### config.mk
export PLATFORM = sky130hd
export DESIGN_NAME = multicycle_ctrl
export DESIGN_NICKNAME = d
export VERILOG_FILES = /design/src/rtl/ctrl_pkg.sv /design/src/rtl/ctrl_out_dec.sv /design/src/rtl/multicycle_ctrl.sv
export SDC_FILE = /design/constraint.sdc
export NUM_CORES = 1
export LEC_CHECK = 0
export CORE_MARGIN = 2
export CORE_UTILIZATION = 51
export DETAILED_ROUTE_END_ITERATION = 12
export PLACE_DENSITY = 0.95
export SKIP_LAST_GASP = 1
export SYNTH_ARGS = -nofsm -noshare
export SYNTH_HDL_FRONTEND = slang
export SYNTH_SLANG_ARGS = --single-unit
### constraint.sdc
create_clock -name clk -period 4.03 [get_ports clk]
set_clock_uncertainty 0.2 [all_clocks]
set_input_delay 0.403 -clock clk [delete_from_list [all_inputs] [get_ports clk]]
set_output_delay 0.403 -clock clk [all_outputs]
set_load 0.01 [all_outputs]
### src/rtl/ctrl_pkg.sv
// Shared types and encodings for the multicycle control FSM.
// ILLEGAL_TRAP_EN adds the TRAP state for unrecognised opcodes.
package ctrl_pkg;

    localparam int unsigned OP_W  = 7;
    localparam int unsigned SEL_W = 2;

    localparam logic [OP_W-1:0] OP_LW = 7'b0000011;
    localparam logic [OP_W-1:0] OP_SW = 7'b0100011;
    localparam logic [OP_W-1:0] OP_R  = 7'b0110011;
    localparam logic [OP_W-1:0] OP_I  = 7'b0010011;

    localparam logic [SEL_W-1:0] RES_ALUOUT  = 2'b00;
    localparam logic [SEL_W-1:0] RES_MEMDATA = 2'b01;
    localparam logic [SEL_W-1:0] RES_ALURES  = 2'b10;

    localparam logic [SEL_W-1:0] SRCA_PC    = 2'b00;
    localparam logic [SEL_W-1:0] SRCA_OLDPC = 2'b01;
    localparam logic [SEL_W-1:0] SRCA_RS1   = 2'b10;

    localparam logic [SEL_W-1:0] SRCB_RS2  = 2'b00;
    localparam logic [SEL_W-1:0] SRCB_IMM  = 2'b01;
    localparam logic [SEL_W-1:0] SRCB_FOUR = 2'b10;

    localparam logic [SEL_W-1:0] ALUOP_ADD   = 2'b00;
    localparam logic [SEL_W-1:0] ALUOP_FUNCT = 2'b10;

    typedef enum logic [3:0] {
        S_FETCH,
        S_DECODE,
        S_MEMADR,
        S_MEMREAD,
        S_MEMWB,
        S_MEMWRITE,
        S_EXECR,
        S_EXECI,
        S_ALUWB
`ifdef ILLEGAL_TRAP_EN
        , S_TRAP
`endif
    } state_e;

    typedef struct packed {
        logic             mem_req;
        logic             mem_write;
        logic             adr_src;
        logic             ir_write;
        logic             pc_write;
        logic             reg_write;
        logic [SEL_W-1:0] result_src;
        logic [SEL_W-1:0] alu_src_a;
        logic [SEL_W-1:0] alu_src_b;
        logic [SEL_W-1:0] alu_op;
        logic             imm_src;
    } ctrl_t;

endpackage

### src/rtl/ctrl_out_dec.sv
// Combinational decode of FSM state (plus Op and MemReady) into datapath controls.
module ctrl_out_dec
    import ctrl_pkg::*;
(
    input  state_e          state_i,
    input  logic [OP_W-1:0] op_i,
    input  logic            mem_ready_i,
    output ctrl_t           ctrl_o
);

    always_comb begin
        ctrl_o = '0;
        case (state_i)
            S_FETCH: begin
                ctrl_o.mem_req    = 1'b1;
                ctrl_o.adr_src    = 1'b0;
                ctrl_o.alu_src_a  = SRCA_PC;
                ctrl_o.alu_src_b  = SRCB_FOUR;
                ctrl_o.result_src = RES_ALURES;
                ctrl_o.ir_write   = mem_ready_i;
                ctrl_o.pc_write   = mem_ready_i;
            end
            S_DECODE: begin
                ctrl_o.alu_src_a = SRCA_OLDPC;
                ctrl_o.alu_src_b = SRCB_IMM;
            end
            S_MEMADR: begin
                ctrl_o.alu_src_a = SRCA_RS1;
                ctrl_o.alu_src_b = SRCB_IMM;
                ctrl_o.imm_src   = (op_i == OP_SW);
            end
            S_MEMREAD: begin
                ctrl_o.mem_req = 1'b1;
                ctrl_o.adr_src = 1'b1;
            end
            S_MEMWB: begin
                ctrl_o.reg_write  = 1'b1;
                ctrl_o.result_src = RES_MEMDATA;
            end
            S_MEMWRITE: begin
                ctrl_o.mem_req   = 1'b1;
                ctrl_o.mem_write = 1'b1;
                ctrl_o.adr_src   = 1'b1;
                ctrl_o.imm_src   = 1'b1;
            end
            S_EXECR: begin
                ctrl_o.alu_src_a = SRCA_RS1;
                ctrl_o.alu_src_b = SRCB_RS2;
                ctrl_o.alu_op    = ALUOP_FUNCT;
            end
            S_EXECI: begin
                ctrl_o.alu_src_a = SRCA_RS1;
                ctrl_o.alu_src_b = SRCB_IMM;
                ctrl_o.alu_op    = ALUOP_FUNCT;
                ctrl_o.imm_src   = 1'b0;
            end
            S_ALUWB: begin
                ctrl_o.reg_write  = 1'b1;
                ctrl_o.result_src = RES_ALUOUT;
            end
            default: ctrl_o = '0;
        endcase
    end

endmodule

### src/rtl/multicycle_ctrl.sv
// Multicycle control FSM: state register, sequencing, retire counter and reset gating.
// ILLEGAL_TRAP_EN parks unrecognised opcodes in TRAP and raises Illegal.
module multicycle_ctrl
    import ctrl_pkg::*;
#(
    parameter int unsigned CNT_W = 32
) (
    input  logic               clk,
    input  logic               rst,
    input  logic [OP_W-1:0]    Op,
    input  logic               MemReady,
    output logic               MemReq,
    output logic               MemWrite,
    output logic               AdrSrc,
    output logic               IRWrite,
    output logic               PCWrite,
    output logic               RegWrite,
    output logic [SEL_W-1:0]   ResultSrc,
    output logic [SEL_W-1:0]   ALUSrcA,
    output logic [SEL_W-1:0]   ALUSrcB,
    output logic [SEL_W-1:0]   ALUOp,
    output logic               ImmSrc,
    output logic [CNT_W-1:0]   InstrCount,
    output logic               Illegal
);

    state_e           state_q, state_d;
    logic [CNT_W-1:0] cnt_q, cnt_d;
    logic             retire;
    ctrl_t            ctrl_raw, ctrl;

    always_ff @(posedge clk or negedge rst) begin
        if (!rst) begin
            state_q <= S_FETCH;
            cnt_q   <= '0;
        end else begin
            state_q <= state_d;
            cnt_q   <= cnt_d;
        end
    end

    always_comb begin
        state_d = state_q;
        retire  = 1'b0;
        case (state_q)
            S_FETCH:    if (MemReady) state_d = S_DECODE;
            S_DECODE: begin
                case (Op)
                    OP_LW, OP_SW: state_d = S_MEMADR;
                    OP_R:         state_d = S_EXECR;
                    OP_I:         state_d = S_EXECI;
`ifdef ILLEGAL_TRAP_EN
                    default:      state_d = S_TRAP;
`else
                    default:      state_d = S_FETCH;
`endif
                endcase
            end
            S_MEMADR:   state_d = (Op == OP_SW) ? S_MEMWRITE : S_MEMREAD;
            S_MEMREAD:  if (MemReady) state_d = S_MEMWB;
            S_MEMWB: begin
                state_d = S_FETCH;
                retire  = 1'b1;
            end
            S_MEMWRITE: begin
                if (MemReady) begin
                    state_d = S_FETCH;
                    retire  = 1'b1;
                end
            end
            S_EXECR:    state_d = S_ALUWB;
            S_EXECI:    state_d = S_ALUWB;
            S_ALUWB: begin
                state_d = S_FETCH;
                retire  = 1'b1;
            end
            default:    state_d = state_q;
        endcase
    end

    assign cnt_d = retire ? cnt_q + CNT_W'(1) : cnt_q;

    ctrl_out_dec u_dec (
        .state_i     (state_q),
        .op_i        (Op),
        .mem_ready_i (MemReady),
        .ctrl_o      (ctrl_raw)
    );

    // FETCH decodes to MemReq=1, so controls must be masked while reset is held.
    assign ctrl = rst ? ctrl_raw : '0;

    assign MemReq     = ctrl.mem_req;
    assign MemWrite   = ctrl.mem_write;
    assign AdrSrc     = ctrl.adr_src;
    assign IRWrite    = ctrl.ir_write;
    assign PCWrite    = ctrl.pc_write;
    assign RegWrite   = ctrl.reg_write;
    assign ResultSrc  = ctrl.result_src;
    assign ALUSrcA    = ctrl.alu_src_a;
    assign ALUSrcB    = ctrl.alu_src_b;
    assign ALUOp      = ctrl.alu_op;
    assign ImmSrc     = ctrl.imm_src;
    assign InstrCount = cnt_q;

`ifdef ILLEGAL_TRAP_EN
    assign Illegal = rst && (state_q == S_TRAP);
`else
    assign Illegal = 1'b0;
`endif

endmodule

==> Yosys cells after proc, flatten, opt, wreduce, memory -nomap -nowiden <==
Index checks and enable logic that the tools add are counted.
{ "word_totals": {"register_bits": 36, "input_bits": 10, "out_inout_bits": 48, "wordCells": 45} }
{ "op_classes": {"n_addsub": 1, "n_eq_ne": 15, "mux": 18, "reduce_logical": 9} }
{ "ops": {"columns": ["op", "count"], "rows": [
  ["$add A32 B1 Y32 const B", 1],
  ["$pmux W4 S7", 1],
  ["$eq A4 B3 Y1 const B", 4],
  ["$pmux W4 S4", 1],
  ["$mux W15", 1],
  ["$eq A7 B6 Y1 const B", 2],
  ["$mux W4", 3],
  ["$reduce_or A2 Y1", 5],
  ["$pmux W3 S3", 1],
  ["$eq A4 B2 Y1 const B", 2],
  ["$eq A7 B2 Y1 const B", 1],
  ["$eq A7 B5 Y1 const B", 1],
  ["$reduce_bool A7 Y1", 1],
  ["$ne A2 B2 Y1 const B", 3],
  ["$mux W1", 5],
  ["$eq A4 B1 Y1 const B", 1],
  ["$eq A4 B4 Y1 const B", 1],
  ["$logic_not A4 Y1", 1],
  ["$mux W2", 2],
  ["$pmux W1 S2", 2],
  ["$pmux W2 S2", 1],
  ["$reduce_and A4 Y1", 1],
  ["$mux W3", 1],
  ["$reduce_or A3 Y1", 1]
]} }

==> Logic depth before layout (Yosys ltp) <==
Gate-level depths: netlist of the first run.
{ "depth": {"ltp_word": 4, "depth_mapped": 8, "mapped_depth_nobuf": 5} }

==> Hierarchy <==
From an unflattened synthesis of the first run, not the netlist that was laid out.
{ "hier_totals": {"hier_cells": 214, "area_unflattened_um2": 2162.1} }
{ "by_module_without_submodules": {"columns": ["mod", "instances", "cells_each", "area_per_inst_um2", "seq_area_each_um2"], "rows": [
  ["multicycle_ctrl", 1, 182, 1936.9, 900.9],
  ["ctrl_out_dec", 1, 32, 225.2, 0.0]
]} }

==> Least setup slack after synthesis of the first run <==
No wires, ideal clock.
{ "synth_timing": {"path_type": "input -> output", "from": "input Op[3]", "to": "output ImmSrc", "t_arrival_ps": 1404, "t_required_ps": 3427, "path_slack_ps": 2023, "stages": 4, "n_path_buf": 0, "path_cell_list": "nor4_1 -> and3b_1 -> nand3_1 -> a21oi_1"} }
{ "synth_via": {"elab_chain_len": 3} }
{ "synth_lines": {"columns": ["item", "line", "rtl"], "rows": [
  ["from (decl)", "multicycle_ctrl.sv:10", "input logic [OP_W-1:0] Op,"],
  ["$eq A7 B6 Y1", "ctrl_out_dec.sv:30", "ctrl_o.imm_src = (op_i == OP_SW);"],
  ["$pmux W1 S2", "ctrl_out_dec.sv:13", "case (state_i)"],
  ["$mux W15", "multicycle_ctrl.sv:91", "assign ctrl = rst ? ctrl_raw : '0;"],
  ["to (decl)", "multicycle_ctrl.sv:22", "output logic ImmSrc,"]
]} }
No other way between the ends.

==> Final worst setup path of the first run <==
{ "layout_timing": {"from": "input rst", "to": "output ResultSrc[0]"} }
{ "layout_via": {"elab_chain_len": 1} }
{ "layout_lines": {"columns": ["item", "line", "rtl"], "rows": [
  ["from (decl)", "multicycle_ctrl.sv:9", "input logic rst,"],
  ["$mux W15", "multicycle_ctrl.sv:91", null],
  ["to (decl)", "multicycle_ctrl.sv:18", "output logic [SEL_W-1:0] ResultSrc,"]
]} }
No other way between the ends.

==> impl_metrics.json, run 1 <==
{
  "status": "finished clean",
  "die_w_um": 66.1,
  "port_buffers": 55,
  "routabilityCongestion": 0.818,
  "rsz0062_at_grt": "no",
  "synth_edf_count": 0,
  "slowest_stage": "clkdlybuf4s50_1",
  "cp-endpoint": "ResultSrc[0]",
  "grt_pass1_vias": 1515,
  "finalCritPeriodShare_pct": 77.5,
  "p_total_uw": 888,
  "cts_buffers": 5,
  "critPathArrivalTime_ns": 2.52,
  "ys_warn_count": 0,
  "cts-root-buf": "clkbuf_8",
  "synth.distinct_cells": 39,
  "multi_input_area_um2": 977,
  "setup_tns_ns": 0,
  "post-cts-setup-buffers": 0,
  "grt_max_degree": 27,
  "worstSetupPathType": "input pin to output port",
  "synth.largest_area_cell": "dfrtp_1",
  "synth_seq_cells": 36,
  "path_clk_slew_ns": 0.07,
  "path_cells": "dlygate4sd3_1, buf_2, nor2b_1, nand2_1, nor3_1, clkdlybuf4s50_1",
  "syn_area_um2": 1970,
  "r2r_slack_ns": 1.70,
  "powerDensity_nw_per_um2": 341,
  "n_fill_cell": 288,
  "synthArstFlopShare_pct": 100,
  "worst-path-max-fanout": 26,
  "ant_nets": 0,
  "endpoint_kind": "output port",
  "synth-seq-area-share_pct": 45.8,
  "postSynthAreaPerCell_um2": 9.64,
  "cts_buffer_depth": 2,
  "viasPerCell": 5.53,
  "hold_viol": 0,
  "synth.top_cell.area_share_pct": 45.8,
  "rr_startpoint": "state_q[2]",
  "clock.fmax_mhz": 320,
  "pin_count": 58,
  "hold_class": "register to register",
  "htreeDepth": 2,
  "cts_tree": "yes",
  "grt_antenna_before_repair": 0,
  "hpwl_um": 3310,
  "postCtsResizedCells": 0,
  "register_area_um2": 901,
  "placed_cell_area_um2": 2510,
  "met3_usage_pct": 8.01,
  "die-height_um": 66.1,
  "die_area_um2": 4370,
  "top_usage_layer": "met2",
  "grt_pass1_wl_um": 7220,
  "holdBufCountCts": 1,
  "nets": 268,
  "via_count": 1692,
  "reg2reg_depth": 5,
  "route.detailed.drc": 0,
  "drive_gt1_share_pct": 6.98,
  "routedWlPerCell_um": 14.5,
  "yosysMostFrequentCell": "dfrtp_1",
  "crit_path_max_incr_delay_ns": 0.58,
  "synthToLayoutAreaGrowth_pct": 32.7,
  "startpoint_type": "input pin",
  "use_met1_pct": 28.6,
  "first_pass_iters": 4,
  "power_leakage_nw": 1.15,
  "worstReg2RegEnd": "InstrCount[15]",
  "crit_start": "rst",
  "setup_violations": 0,
  "clock_latency_ns": 0.30,
  "cts.sinks": 36,
  "grt_use_met2_pct": 34.9,
  "drv_slew": 0,
  "stdcell_area_um2": 2610,
  "drt_iter0_markers": 159,
  "synth_cells": 204,
  "rows": 22,
  "synthTopCellsByCount": "36 x dfrtp_1, 24 x xnor2_1, 20 x nor2_1",
  "wirelength_um": 4440,
  "yosys-top-cells-area": "dfrtp_1 46%, xnor2_1 11%, and3_1 4.5%",
  "grt_overflow": 0,
  "gr-usage-all-layers_pct": 22.5,
  "drv_cap": 0,
  "diodes": 0,
  "vdd_drop_max_v": 0.000310,
  "fin_crit_ns": 3.13,
  "required_ns": 3.43,
  "coreArea_um2": 3690,
  "start_util_pct": 53.3,
  "synth_top_flop_cell": "dfrtp_1",
  "slew_headroom_pct": 58.8,
  "utilization_pct": 70.7,
  "tightest_slew_ns": 0.613
}
-- per-layer routing --
layer | wire, um | vias up
li1 | - | 809
met1 | 1900 | 835
met2 | 2250 | 41
met3 | 222 | 7
met4 | 65 | 0
met5 | 0 | -
-- metrics by stage --
step,hold WS [ns],cells,setup WS [ns]
floorplan,-0.0926,205,2.02
global placement,0.199,297,1.04
detailed placement,0.207,297,1.00
CTS,0.284,306,0.913
global route,0.293,306,0.733
finish,0.274,306,0.905
-- worst max-delay path, delay by kind of cell --
family / cells / cell delay [ns]
AND/OR/NAND/NOR: 3 / 0.56
buffers and inverters: 3 / 1.55
-- state kept, by name, summed over array words and instances (netlist names) --
register and flops:
InstrCount 32, state_q 4
-- area by class of cell --
| cell class | instances | share of cell area, % |
|---|---|---|
| Multi-Input combinational cell | 153 | 37.5 |
| Clock inverter | 2 | 0.384 |
| Clock buffer | 6 | 3.17 |
| Sequential cell | 36 | 34.5 |
| Inverter | 4 | 0.576 |
| Timing Repair Buffer | 57 | 21.6 |
| Tap cell | 48 | 2.30 |
-- where the power goes --
part / total, mW / switching, mW / internal, mW
Clock: 0.266 / 0.130 / 0.136
Combinational: 0.208 / 0.100 / 0.107
Sequential: 0.415 / 0.0384 / 0.376
-- how the worst min path moves through the flow --
stage	to	startpoint	slack, ns	cells after the start
floorplan	InstrCount[0]	rst	-0.09	0
global placement	state_q[3]	rst	0.20	1
detailed placement	InstrCount[4]	rst	0.21	1
CTS	InstrCount[31]	InstrCount[31]	0.28	1
global route	InstrCount[31]	InstrCount[31]	0.29	1
finish	InstrCount[31]	InstrCount[31]	0.27	1
-- cells in the final DEF (no fill, tap or decap), types with 2 or more instances in the layout --
cell and n:
clkdlybuf4s50_1 54, a22oi_1 2, nor2_1 20, xnor2_1 24, dfrtp_1 36, and3_2 2, clkbuf_8 6, conb_1 2
nand3_1 13, o21bai_1 2, nor4_1 3, nand2b_1 2, and3_1 14, clkinv_2 2, nand2_1 18, inv_1 4
nand4_1 10, and2_1 4, xor2_1 9, nor3_1 3, a21oi_1 7, o21ai_0 2
-- cell families (layout without fill, tap and decap cells) --
kind of cell / Yosys count / after routing / share of synthesized area (%)
simple gates: 97 / 97 / 26.9
buf+inv: 16 / 69 / 4.65
xor+xnor: 33 / 33 / 14.7
other cells: 1 / 2 / 0.191
mux: 1 / 1 / 0.509
fa+ha+maj: 1 / 1 / 0.636
flops: 36 / 36 / 45.8
compound gates: 19 / 19 / 6.56
Power figures use the tool's default switching activity.
==> run 2: changes to the inputs <==
Settings changed: CORE_UTILIZATION 51 to 47, PLACE_DENSITY 0.95 to 0.9.
Clock period 4.03 ns to 3.2 ns, I/O delays scaled along.
==> impl_metrics.json, run 2 (synthesis gave the netlist of run 1 again) <==
{
  "status": "finished clean",
  "hpwl_um": 3370,
  "drive_gt1_share_pct": 6.95,
  "powerDensity_nw_per_um2": 430,
  "hold_viol": 0,
  "htreeDepth": 2,
  "grt_pass1_vias": 1548,
  "setup_violations": 0,
  "grt_antenna_before_repair": 0,
  "rows": 23,
  "die_area_um2": 4720,
  "port_buffers": 55,
  "via_count": 1696,
  "start_util_pct": 49.1,
  "utilization_pct": 65.5,
  "cts-root-buf": "clkbuf_8",
  "worst-path-max-fanout": 4,
  "final_common_cell": "clkdlybuf4s50_1",
  "startpoint_type": "input pin",
  "die-height_um": 68.7,
  "diodes": 0,
  "cts_tree": "yes",
  "drv_slew": 0,
  "critical_path.top_delay_family": "buffers and inverters",
  "die_w_um": 68.7,
  "post-cts-setup-buffers": 0,
  "worst_path_most_repeated_cell": "clkdlybuf4s50_1",
  "clock_latency_ns": 0.29,
  "coreArea_um2": 4000,
  "cp_num_buf_inv": 2,
  "nets": 269,
  "slew_headroom_pct": 60.2,
  "route.detailed.drc": 0,
  "rsz0062_at_grt": "no",
  "n_fill_cell": 324,
  "wirelength_um": 4530,
  "ant_nets": 0,
  "finalCritPeriodShare_pct": 90.7,
  "slowest_stage": "clkdlybuf4s50_1",
  "routabilityCongestion": 0.926,
  "tightest_slew_ns": 0.591,
  "cts_buffer_depth": 2,
  "p_total_mw": 1.13,
  "synthToLayoutAreaGrowth_pct": 33.3,
  "final_cell_mix": "54 x clkdlybuf4s50_1, 36 x dfrtp_1, 24 x xnor2_1",
  "path_cells": "clkdlybuf4s50_1, nand2_1, nor4_1, and3b_1, nand3_1, a21oi_1, clkdlybuf4s50_1",
  "path_clk_slew_ns": 0.07,
  "vdd_drop_max_v": 0.000232,
  "cts_buffers": 5,
  "power_leakage_nw": 1.15,
  "setup_tns_ns": 0,
  "required_ns": 2.68,
  "pin_count": 58,
  "endpoint_kind": "output port",
  "drv_cap": 0,
  "viasPerCell": 5.49,
  "first_pass_iters": 4,
  "clock.fmax_mhz": 345,
  "gr-usage-all-layers_pct": 21.1,
  "largest_reg_flops": 32,
  "hold_class": "input pin to asynchronous set/reset pin",
  "grt_overflow": 0,
  "grt_max_degree": 19,
  "cts.sinks": 36,
  "drt_iter0_markers": 91,
  "fin_crit_ns": 2.90,
  "worstSetupPathType": "input pin to output port",
  "routedWlPerCell_um": 14.7,
  "critPathArrivalTime_ns": 2.38,
  "crit_path_max_incr_delay_ns": 0.55,
  "grt_pass1_wl_um": 7310
}
[run 2: metal layers]
layer | up-vias | track usage (%) | part of all wire (%)
met5 | - | 0 | 0
met4 | 0 | 6.75 | 1.2
met3 | 5 | 5.68 | 5.5
met2 | 51 | 33.5 | 50
met1 | 831 | 27.8 | 44
li1 | 809 | - | -
[run 2: power by group]
part / internal, mW / switching (mW)
registers: 0.474 / 0.0494
logic: 0.136 / 0.134
clock network: 0.175 / 0.160
[run 2: through the flow]
step | worst slack (ns) | cells | cell area, um^2 | hold WS, ns
CTS | 0.314 | 309 | 2620 | 0.271
floorplan | 1.32 | 205 | 1970 | -0.176
global placement | 0.378 | 300 | 2520 | -0.000233
finish | 0.298 | 309 | 2620 | 0.262
global route | 0.118 | 309 | 2620 | 0.287
detailed placement | 0.310 | 300 | 2520 | 0.00708
[run 2: path summary, 6_finish.rpt]
path	from	endpoint	slack, ns	depth (start not counted)
min in group clk	InstrCount[31]	InstrCount[31]	0.29	1
max in group asynchronous	rst	InstrCount[7]	2.05	3
worst min-delay path	rst	state_q[2]	0.26	2
worst max register to register	state_q[1]	InstrCount[15]	0.89	5
worst max-delay path	Op[1]	ImmSrc	0.30	7
worst min register to register	InstrCount[31]	InstrCount[31]	0.29	1
[run 2: timing repair]
action | in CTS | in global routing
gates resized for setup | 0 | 0
hold buffers | 1 | 0
endpoints found under the setup margin | 0 | 0
hold endpoints to repair | 7 | 0
[run 2: worst register-to-register path, stage by stage (launching register included)]
cell and delay, ns:
dfrtp_1 0.57, nor2_1 0.34, a21o_2 0.26, and3_1 0.49, and3_2 0.26, xor2_1 0.13
[run 2: area by class of cell]
type                            count  area [um^2]  area share [%]
Timing Repair Buffer               58          571            21.8
Tap cell                           50         62.6            2.39
Sequential cell                    36          901            34.4
Multi-Input combinational cell    153          977            37.3
Clock inverter                      1         7.51           0.287
Inverter                            4         15.0           0.573
Clock buffer                        7         86.3            3.30
